## src/rtl/ntt_stage_seq_if.sv

```systemverilog
// Control bus between the NTT stage sequencer and its datapath environment.
//   Environment -> sequencer : start, inv_mode, abort, agu_valid, rd_ack, ntt_done
//   Sequencer -> environment : tf_init_base, tf_init_const, tf_ren, agu_enable,
//                              r_enable, w_enable, ntt_enable, it_depth_cnt,
//                              bu_idx, busy, done
// The sequencer connects through the master modport and the environment through the slave modport.
interface ntt_stage_seq_if #(
    parameter int unsigned D_WIDTH = 8
);
    logic               start;
    logic               inv_mode;
    logic               abort;
    logic               agu_valid;
    logic               rd_ack;
    logic               ntt_done;

    logic               tf_init_base;
    logic               tf_init_const;
    logic               tf_ren;
    logic               agu_enable;
    logic               r_enable;
    logic               w_enable;
    logic               ntt_enable;
    logic [D_WIDTH-1:0] it_depth_cnt;
    logic [D_WIDTH-1:0] bu_idx;
    logic               busy;
    logic               done;

    // Sequencer side.
    modport master (
        input  start, inv_mode, abort, agu_valid, rd_ack, ntt_done,
        output tf_init_base, tf_init_const, tf_ren, agu_enable, r_enable,
               w_enable, ntt_enable, it_depth_cnt, bu_idx, busy, done
    );

    // Environment side.
    modport slave (
        output start, inv_mode, abort, agu_valid, rd_ack, ntt_done,
        input  tf_init_base, tf_init_const, tf_ren, agu_enable, r_enable,
               w_enable, ntt_enable, it_depth_cnt, bu_idx, busy, done
    );
endinterface

```

## src/rtl/ntt_stage_seq.sv

```systemverilog
// NTT stage sequencer: twiddle init, then per stage a RUN phase issuing
// BU_PER_STAGE butterflies followed by a fixed pipeline DRAIN, then a
// one-cycle DONE pulse. Stages run ascending (forward) or descending (inverse).
//   clk  : rising-edge clock
//   rst  : asynchronous active-low reset
//   bus  : control bus (master modport), see ntt_stage_seq_if
// Outputs are decoded combinationally from the registered state, the
// counters and the handshake inputs.
module ntt_stage_seq #(
    parameter int unsigned D_WIDTH      = 8,
    parameter int unsigned NUM_STAGES   = 3,
    parameter int unsigned BU_PER_STAGE = 16,
    parameter int unsigned INIT_CYCLES  = 4,
    parameter int unsigned DRAIN_CYCLES = 11
) (
    input  logic               clk,
    input  logic               rst,
    ntt_stage_seq_if.master    bus
);

    // Phase counter covers both INIT and DRAIN; widened if either phase is
    // longer than D_WIDTH can count so it never wraps.
    localparam int unsigned MAX_PHASE = (INIT_CYCLES > DRAIN_CYCLES) ? INIT_CYCLES : DRAIN_CYCLES;
    localparam int unsigned PH_BITS   = (MAX_PHASE > 1) ? $clog2(MAX_PHASE) : 1;
    localparam int unsigned CNT_W     = (PH_BITS > D_WIDTH) ? PH_BITS : D_WIDTH;

    localparam logic [2:0] S_IDLE  = 3'd0;
    localparam logic [2:0] S_INIT  = 3'd1;
    localparam logic [2:0] S_RUN   = 3'd2;
    localparam logic [2:0] S_DRAIN = 3'd3;
    localparam logic [2:0] S_DONE  = 3'd4;

    localparam logic [D_WIDTH-1:0] STAGE_FIRST = D_WIDTH'(0);
    localparam logic [D_WIDTH-1:0] STAGE_LAST  = D_WIDTH'(NUM_STAGES - 1);
    localparam logic [D_WIDTH-1:0] BU_LAST     = D_WIDTH'(BU_PER_STAGE - 1);
    localparam logic [CNT_W-1:0]   INIT_LAST   = CNT_W'(INIT_CYCLES - 1);
    localparam logic [CNT_W-1:0]   DRAIN_LAST  = CNT_W'(DRAIN_CYCLES - 1);

    logic [2:0]         state_q, state_d;
    logic               inv_q,   inv_d;
    logic [D_WIDTH-1:0] depth_q, depth_d;
    logic [D_WIDTH-1:0] bu_q,    bu_d;
    logic [CNT_W-1:0]   cnt_q,   cnt_d;

    logic               last_stage;

    // Stage that ends the transform depends on the direction latched at start.
    assign last_stage = inv_q ? (depth_q == STAGE_FIRST) : (depth_q == STAGE_LAST);

    // State and counter registers.
    always_ff @(posedge clk or negedge rst) begin
        if (!rst) begin
            state_q <= S_IDLE;
            inv_q   <= 1'b0;
            depth_q <= '0;
            bu_q    <= '0;
            cnt_q   <= '0;
        end else begin
            state_q <= state_d;
            inv_q   <= inv_d;
            depth_q <= depth_d;
            bu_q    <= bu_d;
            cnt_q   <= cnt_d;
        end
    end

    // Next-state and counter update; abort overrides every transition.
    always_comb begin
        state_d = state_q;
        inv_d   = inv_q;
        depth_d = depth_q;
        bu_d    = bu_q;
        cnt_d   = cnt_q;

        if (bus.abort) begin
            state_d = S_IDLE;
            bu_d    = '0;
            cnt_d   = '0;
        end else begin
            case (state_q)
                S_IDLE: begin
                    if (bus.start) begin
                        inv_d   = bus.inv_mode;
                        cnt_d   = '0;
                        state_d = S_INIT;
                    end
                end
                S_INIT: begin
                    if (cnt_q == INIT_LAST) begin
                        cnt_d   = '0;
                        bu_d    = '0;
                        depth_d = inv_q ? STAGE_LAST : STAGE_FIRST;
                        state_d = S_RUN;
                    end else begin
                        cnt_d = cnt_q + CNT_W'(1);
                    end
                end
                S_RUN: begin
                    if (bus.agu_valid) begin
                        if (bu_q == BU_LAST) begin
                            bu_d    = '0;
                            cnt_d   = '0;
                            state_d = S_DRAIN;
                        end else begin
                            bu_d = bu_q + D_WIDTH'(1);
                        end
                    end
                end
                S_DRAIN: begin
                    if (cnt_q == DRAIN_LAST) begin
                        cnt_d = '0;
                        if (last_stage) begin
                            state_d = S_DONE;
                        end else begin
                            depth_d = inv_q ? (depth_q - D_WIDTH'(1)) : (depth_q + D_WIDTH'(1));
                            state_d = S_RUN;
                        end
                    end else begin
                        cnt_d = cnt_q + CNT_W'(1);
                    end
                end
                S_DONE: begin
                    state_d = S_IDLE;
                end
                default: begin
                    state_d = S_IDLE;
                end
            endcase
        end
    end

    // Output decode.
    always_comb begin
        bus.tf_init_base  = 1'b0;
        bus.tf_init_const = 1'b0;
        bus.tf_ren        = 1'b0;
        bus.agu_enable    = 1'b0;
        bus.r_enable      = 1'b0;
        bus.w_enable      = 1'b0;
        bus.ntt_enable    = 1'b0;
        bus.done          = 1'b0;
        bus.busy          = (state_q != S_IDLE);
        bus.it_depth_cnt  = depth_q;
        bus.bu_idx        = bu_q;

        case (state_q)
            S_INIT: begin
                bus.tf_init_base  = 1'b1;
                bus.tf_init_const = 1'b1;
            end
            S_RUN: begin
                bus.agu_enable = 1'b1;
                bus.r_enable   = bus.agu_valid;
                bus.tf_ren     = bus.agu_valid;
                bus.ntt_enable = bus.rd_ack;
                bus.w_enable   = bus.ntt_done;
            end
            S_DRAIN: begin
                bus.ntt_enable = bus.rd_ack;
                bus.w_enable   = bus.ntt_done;
            end
            S_DONE: begin
                bus.done = 1'b1;
            end
            default: begin
            end
        endcase
    end

endmodule

```

## src/flat_wrapper.sv

```systemverilog
// flat-port wrapper written by rule: the top's interface ports become plain ports
module ntt_stage_seq_flat 
#(
    parameter int unsigned D_WIDTH      = 8,
    parameter int unsigned NUM_STAGES   = 3,
    parameter int unsigned BU_PER_STAGE = 16,
    parameter int unsigned INIT_CYCLES  = 4,
    parameter int unsigned DRAIN_CYCLES = 11
)
  (clk, rst, bus_start, bus_inv_mode, bus_abort, bus_agu_valid, bus_rd_ack, bus_ntt_done, bus_tf_init_base, bus_tf_init_const, bus_tf_ren, bus_agu_enable, bus_r_enable, bus_w_enable, bus_ntt_enable, bus_it_depth_cnt, bus_bu_idx, bus_busy, bus_done);
  ntt_stage_seq_if #(.D_WIDTH(D_WIDTH)) bus_i ();
  input  logic clk;
  input  logic rst;
  input wire logic [$bits(bus_i.start)-1:0] bus_start;
  input wire logic [$bits(bus_i.inv_mode)-1:0] bus_inv_mode;
  input wire logic [$bits(bus_i.abort)-1:0] bus_abort;
  input wire logic [$bits(bus_i.agu_valid)-1:0] bus_agu_valid;
  input wire logic [$bits(bus_i.rd_ack)-1:0] bus_rd_ack;
  input wire logic [$bits(bus_i.ntt_done)-1:0] bus_ntt_done;
  output wire logic [$bits(bus_i.tf_init_base)-1:0] bus_tf_init_base;
  output wire logic [$bits(bus_i.tf_init_const)-1:0] bus_tf_init_const;
  output wire logic [$bits(bus_i.tf_ren)-1:0] bus_tf_ren;
  output wire logic [$bits(bus_i.agu_enable)-1:0] bus_agu_enable;
  output wire logic [$bits(bus_i.r_enable)-1:0] bus_r_enable;
  output wire logic [$bits(bus_i.w_enable)-1:0] bus_w_enable;
  output wire logic [$bits(bus_i.ntt_enable)-1:0] bus_ntt_enable;
  output wire logic [$bits(bus_i.it_depth_cnt)-1:0] bus_it_depth_cnt;
  output wire logic [$bits(bus_i.bu_idx)-1:0] bus_bu_idx;
  output wire logic [$bits(bus_i.busy)-1:0] bus_busy;
  output wire logic [$bits(bus_i.done)-1:0] bus_done;
  assign bus_i.start = bus_start;
  assign bus_i.inv_mode = bus_inv_mode;
  assign bus_i.abort = bus_abort;
  assign bus_i.agu_valid = bus_agu_valid;
  assign bus_i.rd_ack = bus_rd_ack;
  assign bus_i.ntt_done = bus_ntt_done;
  assign bus_tf_init_base = bus_i.tf_init_base;
  assign bus_tf_init_const = bus_i.tf_init_const;
  assign bus_tf_ren = bus_i.tf_ren;
  assign bus_agu_enable = bus_i.agu_enable;
  assign bus_r_enable = bus_i.r_enable;
  assign bus_w_enable = bus_i.w_enable;
  assign bus_ntt_enable = bus_i.ntt_enable;
  assign bus_it_depth_cnt = bus_i.it_depth_cnt;
  assign bus_bu_idx = bus_i.bu_idx;
  assign bus_busy = bus_i.busy;
  assign bus_done = bus_i.done;
  ntt_stage_seq #(.D_WIDTH(D_WIDTH), .NUM_STAGES(NUM_STAGES), .BU_PER_STAGE(BU_PER_STAGE), .INIT_CYCLES(INIT_CYCLES), .DRAIN_CYCLES(DRAIN_CYCLES)) u_core (.clk(clk), .rst(rst), .bus(bus_i));
endmodule
```

## config.mk

```make
export PLATFORM = sky130hd
export DESIGN_NAME = ntt_stage_seq_flat
export DESIGN_NICKNAME = d
export VERILOG_FILES = /design/src/rtl/ntt_stage_seq_if.sv /design/src/rtl/ntt_stage_seq.sv /design/src/flat_wrapper.sv
export SDC_FILE = /design/constraint.sdc
export NUM_CORES = 1
export LEC_CHECK = 0
export CORE_ASPECT_RATIO = 0.7
export CORE_MARGIN = 5
export CORE_UTILIZATION = 45
export DETAILED_ROUTE_END_ITERATION = 6
export GPL_TIMING_DRIVEN = 1
export HOLD_SLACK_MARGIN = 0.15
export PLACE_DENSITY_LB_ADDON = 0.3
export SLEW_MARGIN = 20
export SYNTH_ARGS = -nofsm -noshare
export SYNTH_HDL_FRONTEND = slang
export SYNTH_SLANG_ARGS = --single-unit
```

## constraint.sdc

```tcl
create_clock -name clk -period 4 [get_ports clk]
set_input_delay 0.8 -clock clk [delete_from_list [all_inputs] [get_ports clk]]
set_output_delay 0.8 -clock clk [all_outputs]
set_load 0.01 [all_outputs]
```

[Yosys cells after proc, flatten, opt, wreduce, memory -nomap -nowiden]
Cells that the tools add are included.
W data, S select, Z words.
Cells by class
  multiplexer cells: 33
  bitwise gates (word level): 1
  add/sub/neg operators: 4
  reduce and logical (&&, ||, !) cells: 12
  eq/ne operators: 16
Operators by type and width (count)
  $mux W8: 14
  $pmux W8 S2: 2
  $pmux W8 S4: 1
  $add A8 B1 Y8 const B: 3
  $mux W3: 7
  $eq A8 B2 Y1 const B: 2
  $eq A8 B4 Y1 const B: 2
  $pmux W3 S4: 1
  $reduce_and A5 Y1: 2
  $ne A3 B2 Y1 const B: 3
  $logic_not A8 Y1: 1
  $sub A8 B1 Y8 const B: 1
  $mux W1: 7
  $eq A3 B2 Y1 const B: 2
  $ne A3 B3 Y1 const B: 2
  $reduce_and A3 Y1: 2
  $reduce_bool A3 Y1: 2
  $reduce_bool A5 Y1: 1
  $ne A2 B1 Y1 const B: 2
  $reduce_and A4 Y1: 1
  $eq A3 B1 Y1 const B: 1
  $eq A3 B3 Y1 const B: 1
  $logic_not A3 Y1: 1
  $mux W2: 1
  4 further kinds: 4
Word-level totals
  flip-flop bits (word level): 28
  input bits: 8

[Logic depth before layout (Yosys ltp)]
  depth after elaboration: 6
  mapped depth: 8
  gate-level depth less buffers: 7

[Worst setup path after synthesis]
No wires, ideal clock.
  path type: in2out
  from: input bus_agu_valid
  to: output bus_tf_ren
  buffers on the path: 1
  stages: 2
  arrival time: 1.611 ns
  path slack: 1.589 ns
  cells stage by stage: nor4bb_1 > buf_4
Between the ends
  cells in the longest elaborated chain, start to end: 1
Ends and longest elaborated chain
  start, declared: line flat_wrapper.sv:17  | input wire logic [$bits(bus_i.agu_valid)-1:0] bus_agu_valid;
  $mux W1: line ntt_stage_seq.sv:146  | case (state_q)
  end, declared: line flat_wrapper.sv:22  | output wire logic [$bits(bus_i.tf_ren)-1:0] bus_tf_ren;
No other way between the ends.

[Final worst setup path]
  from: input bus_agu_valid
  to: output bus_r_enable
Between the ends
  cells in the longest elaborated chain, start to end: 1
Ends and longest elaborated chain
  $mux W1: line ntt_stage_seq.sv:146
  end, declared: line flat_wrapper.sv:24  | output wire logic [$bits(bus_i.r_enable)-1:0] bus_r_enable;
No other way between the ends.

==> impl_metrics.tcl <==
set metrics [dict create \
    r2r_end "u_core.bus.it_depth_cnt[5]" \
    postCtsSetupRepairBufs 0 \
    slew_viol_final 0 \
    drtPass1Iterations 5 \
    htree_levels 1 \
    cts_hold_buf 0 \
    die-width_um 87.2 \
    cts.sink_count 28 \
    grt_max_degree 29 \
    synth_top_cell_by_area "dfrtp_1" \
    path_cells "clkdlybuf4s50_1 > nor4bb_1 > clkdlybuf4s50_1" \
    cp_slowest_cell "clkdlybuf4s50_1" \
    overflow 0 \
    r2r_cells 5 \
    cp.arrival_ns 2.35 \
    portBuffers 32 \
    drcViolationCount 0 \
    start_util_pct 47.2 \
    p_per_area_mw_per_mm2 604 \
    grt_first_pass_wirelength_mm 7.53 \
    cp.depth 3 \
    wire_per_inst_um 15.2 \
    switching_share_pct 41.1 \
    globalplace.congestion 0.873 \
    fin_crit_ns 3.15 \
    clk_pin_slew_ns 0.11 \
    io_pins 33 \
    synth_warnings 0 \
    crit_required_ns 3.20 \
    slew_headroom_pct 56.1 \
    intPower_uw 816 \
    cts.path.max_buffers 2 \
    drt_iter0_drc 117 \
    via_per_inst 5.66 \
    synth.avg_cell_area_sq_um 9.06 \
    cts_buffers 3 \
    grt_setup_unrepaired "false" \
    worstSetupPathType "input port to output pin" \
    drive_above_1_share_pct 5.13 \
    synth.most_common_cell "dfrtp_1" \
    slowest_delay_ns 0.63 \
    ys_seq_area_share_pct 37.4 \
    fin_worst_skew_ns 0.00769 \
    nets 254 \
    seqPwrFrac_pct 31.4 \
    p_clk_share_pct 16.7 \
    postRouteAntennaNets 0 \
    r2r_start "u_core.cnt_q[5]" \
    hold_violations 0 \
    synth-async-reset-ratio_pct 100 \
    die-area_sq_mm 0.00558 \
    routed_wirelength_mm 4.35 \
    critPathMaxFanout 3 \
    antenna_found_initial 0 \
    ys.flop_type "dfrtp_1" \
    irDropWorstVdd_uv 286 \
    ys_seq_elements 28 \
    p_leak_nw 1.03 \
    insertedDiodeCount 0 \
    cts_resized 0 \
    die_h_um 64.0 \
    critPathTopFamily "buffers and inverters" \
    syn-num-nets 226 \
    core_sq_mm 0.00397 \
    synth_commonest_cells "dfrtp_1 (28), nand2_1 (14), nor2_1 (14), o21ai_1 (14)" \
    synth_area_sq_mm 0.00188 \
    endpoint "bus_r_enable" \
    cts.root.buffer_cell "clkbuf_8" \
    path_buf_inv 2 \
    hpwlAfterDp_mm 3.26 \
    synth_edf_count 0 \
    startpoint "bus_agu_valid" \
    via_count 1618 \
    grt_pass1_vias 1484 \
    placed_area_sq_mm 0.00222 \
    gr-usage-all-layers_pct 16.6 \
    ff2ff_setup_slack_ns 1.75 \
    synth_cell_type_count 51 \
    crit_top_cell "clkdlybuf4s50_1" \
    worstMarginPinSlew_ns 0.658 \
    hp-class "flip-flop to flip-flop" \
    setup_violations 0 \
    clk_latency_ns 0.28 \
    cp-start-kind "input port" \
    synth_top_area_share_pct 37.4 \
    num_rows 19 \
    max_freq_mhz 318 \
    final_area_sq_mm 0.00229 \
    maxCapViolCount 0 \
    fin_setup_tns_ns 0 \
    netlist_top_cells_area "dfrtp_1 (37%), ha_1 (6.7%), o21ai_1 (3.7%)" \
    synth_cells 207 \
    finalCritPeriodShare_pct 78.6 \
    power_frac_comb_pct 51.9 \
    status "completed" \
    cp-end-kind "output pin" \
    switchingPower_uw 569 \
    cts_tree "done" \
    syn2layout_area_growth_pct 22.1 \
]
-- tightest hold or removal path, delay by kind of cell (launching register included) --
family | cells | cell delay [ns]
and+or+nand+nor | 1 | 0.06
AOI/OAI and AO/OA | 1 | 0.07
DFF | 1 | 0.40
-- layout make-up --
type                            instances  area (sq um)
Tap cell                               52          65.1
Fill cell                             347          1680
Clock buffer                            3          41.3
Sequential cell                        28           701
Inverter                               11          41.3
Timing Repair Buffer                   33           328
Clock inverter                          1          30.0
Multi-Input combinational cell        158          1080
-- layer usage --
layer	share of wire [%]	vias to the layer above	track usage (%)
met2	42	51	23.3
met4	0.39	0	2.87
met5	0	-	0
li1	-	812	-
met3	7.6	2	3.59
met1	50	753	26.2
-- worst min path at each step --
stage	start	end	slack (ns)	cells after the start
global placement	u_core.cnt_q[7]	u_core.cnt_q[7]	0.52	2
floorplan	u_core.cnt_q[7]	u_core.cnt_q[7]	0.49	2
CTS	u_core.bus.bu_idx[3]	u_core.bus.bu_idx[3]	0.55	1
finish	u_core.cnt_q[7]	u_core.cnt_q[7]	0.56	2
detailed placement	u_core.cnt_q[7]	u_core.cnt_q[7]	0.53	2
global route	u_core.bus.bu_idx[3]	u_core.bus.bu_idx[3]	0.59	1
-- kinds of logic after synthesis --
family | count (synthesis) | synth area share [%]
adders and majority gates | 11 | 7.74
muxes | 6 | 3.47
DFF | 28 | 37.4
AOI/OAI and AO/OA | 57 | 20.9
and+or+nand+nor | 79 | 23.3
buffers and inverters | 21 | 4.80
xor gates and xnor gates | 5 | 2.34
-- metrics by stage --
step	power, mW	hold slack [ns]	setup WS, ns	util, %	instances
3_3_place_gp	1.13	0.517	0.894	55.9	282
6_report	1.38	0.557	0.855	57.7	286
5_1_grt	1.49	0.592	0.743	57.7	286
2_1_floorplan	0.939	0.495	1.59	-	207
3_5_place_dp	1.15	0.530	0.856	55.9	282
4_1_cts	1.39	0.554	0.856	57.7	286
-- power groups by stage --
stage	logic [mW]	clock network [mW]	registers (mW)
6_report	0.719	0.232	0.434
5_1_grt	0.793	0.251	0.450
4_1_cts	0.718	0.237	0.435
3_5_place_dp	0.713	0	0.441
3_3_place_gp	0.694	0	0.439
2_1_floorplan	0.520	0	0.419
-- layout by cell type (no fill, tap or decap), types with 6 or more instances in the layout --
cell type         n
nor3_1            6
and3_1            7
ha_1             10
nand3_1           9
a21oi_1           7
o21ai_1          14
nor2_1           14
nand2_1          14
inv_1            10
dfrtp_1          28
clkdlybuf4s50_1  32
-- flip-flops by register name, indices dropped and copies added (netlist names) --
register / cells
u_core.bus.bu_idx: 8
u_core.bus.it_depth_cnt: 8
u_core.cnt_q: 8
u_core.inv_q: 1
u_core.state_q: 3
Note: power is estimated with default switching activity, not from simulation.
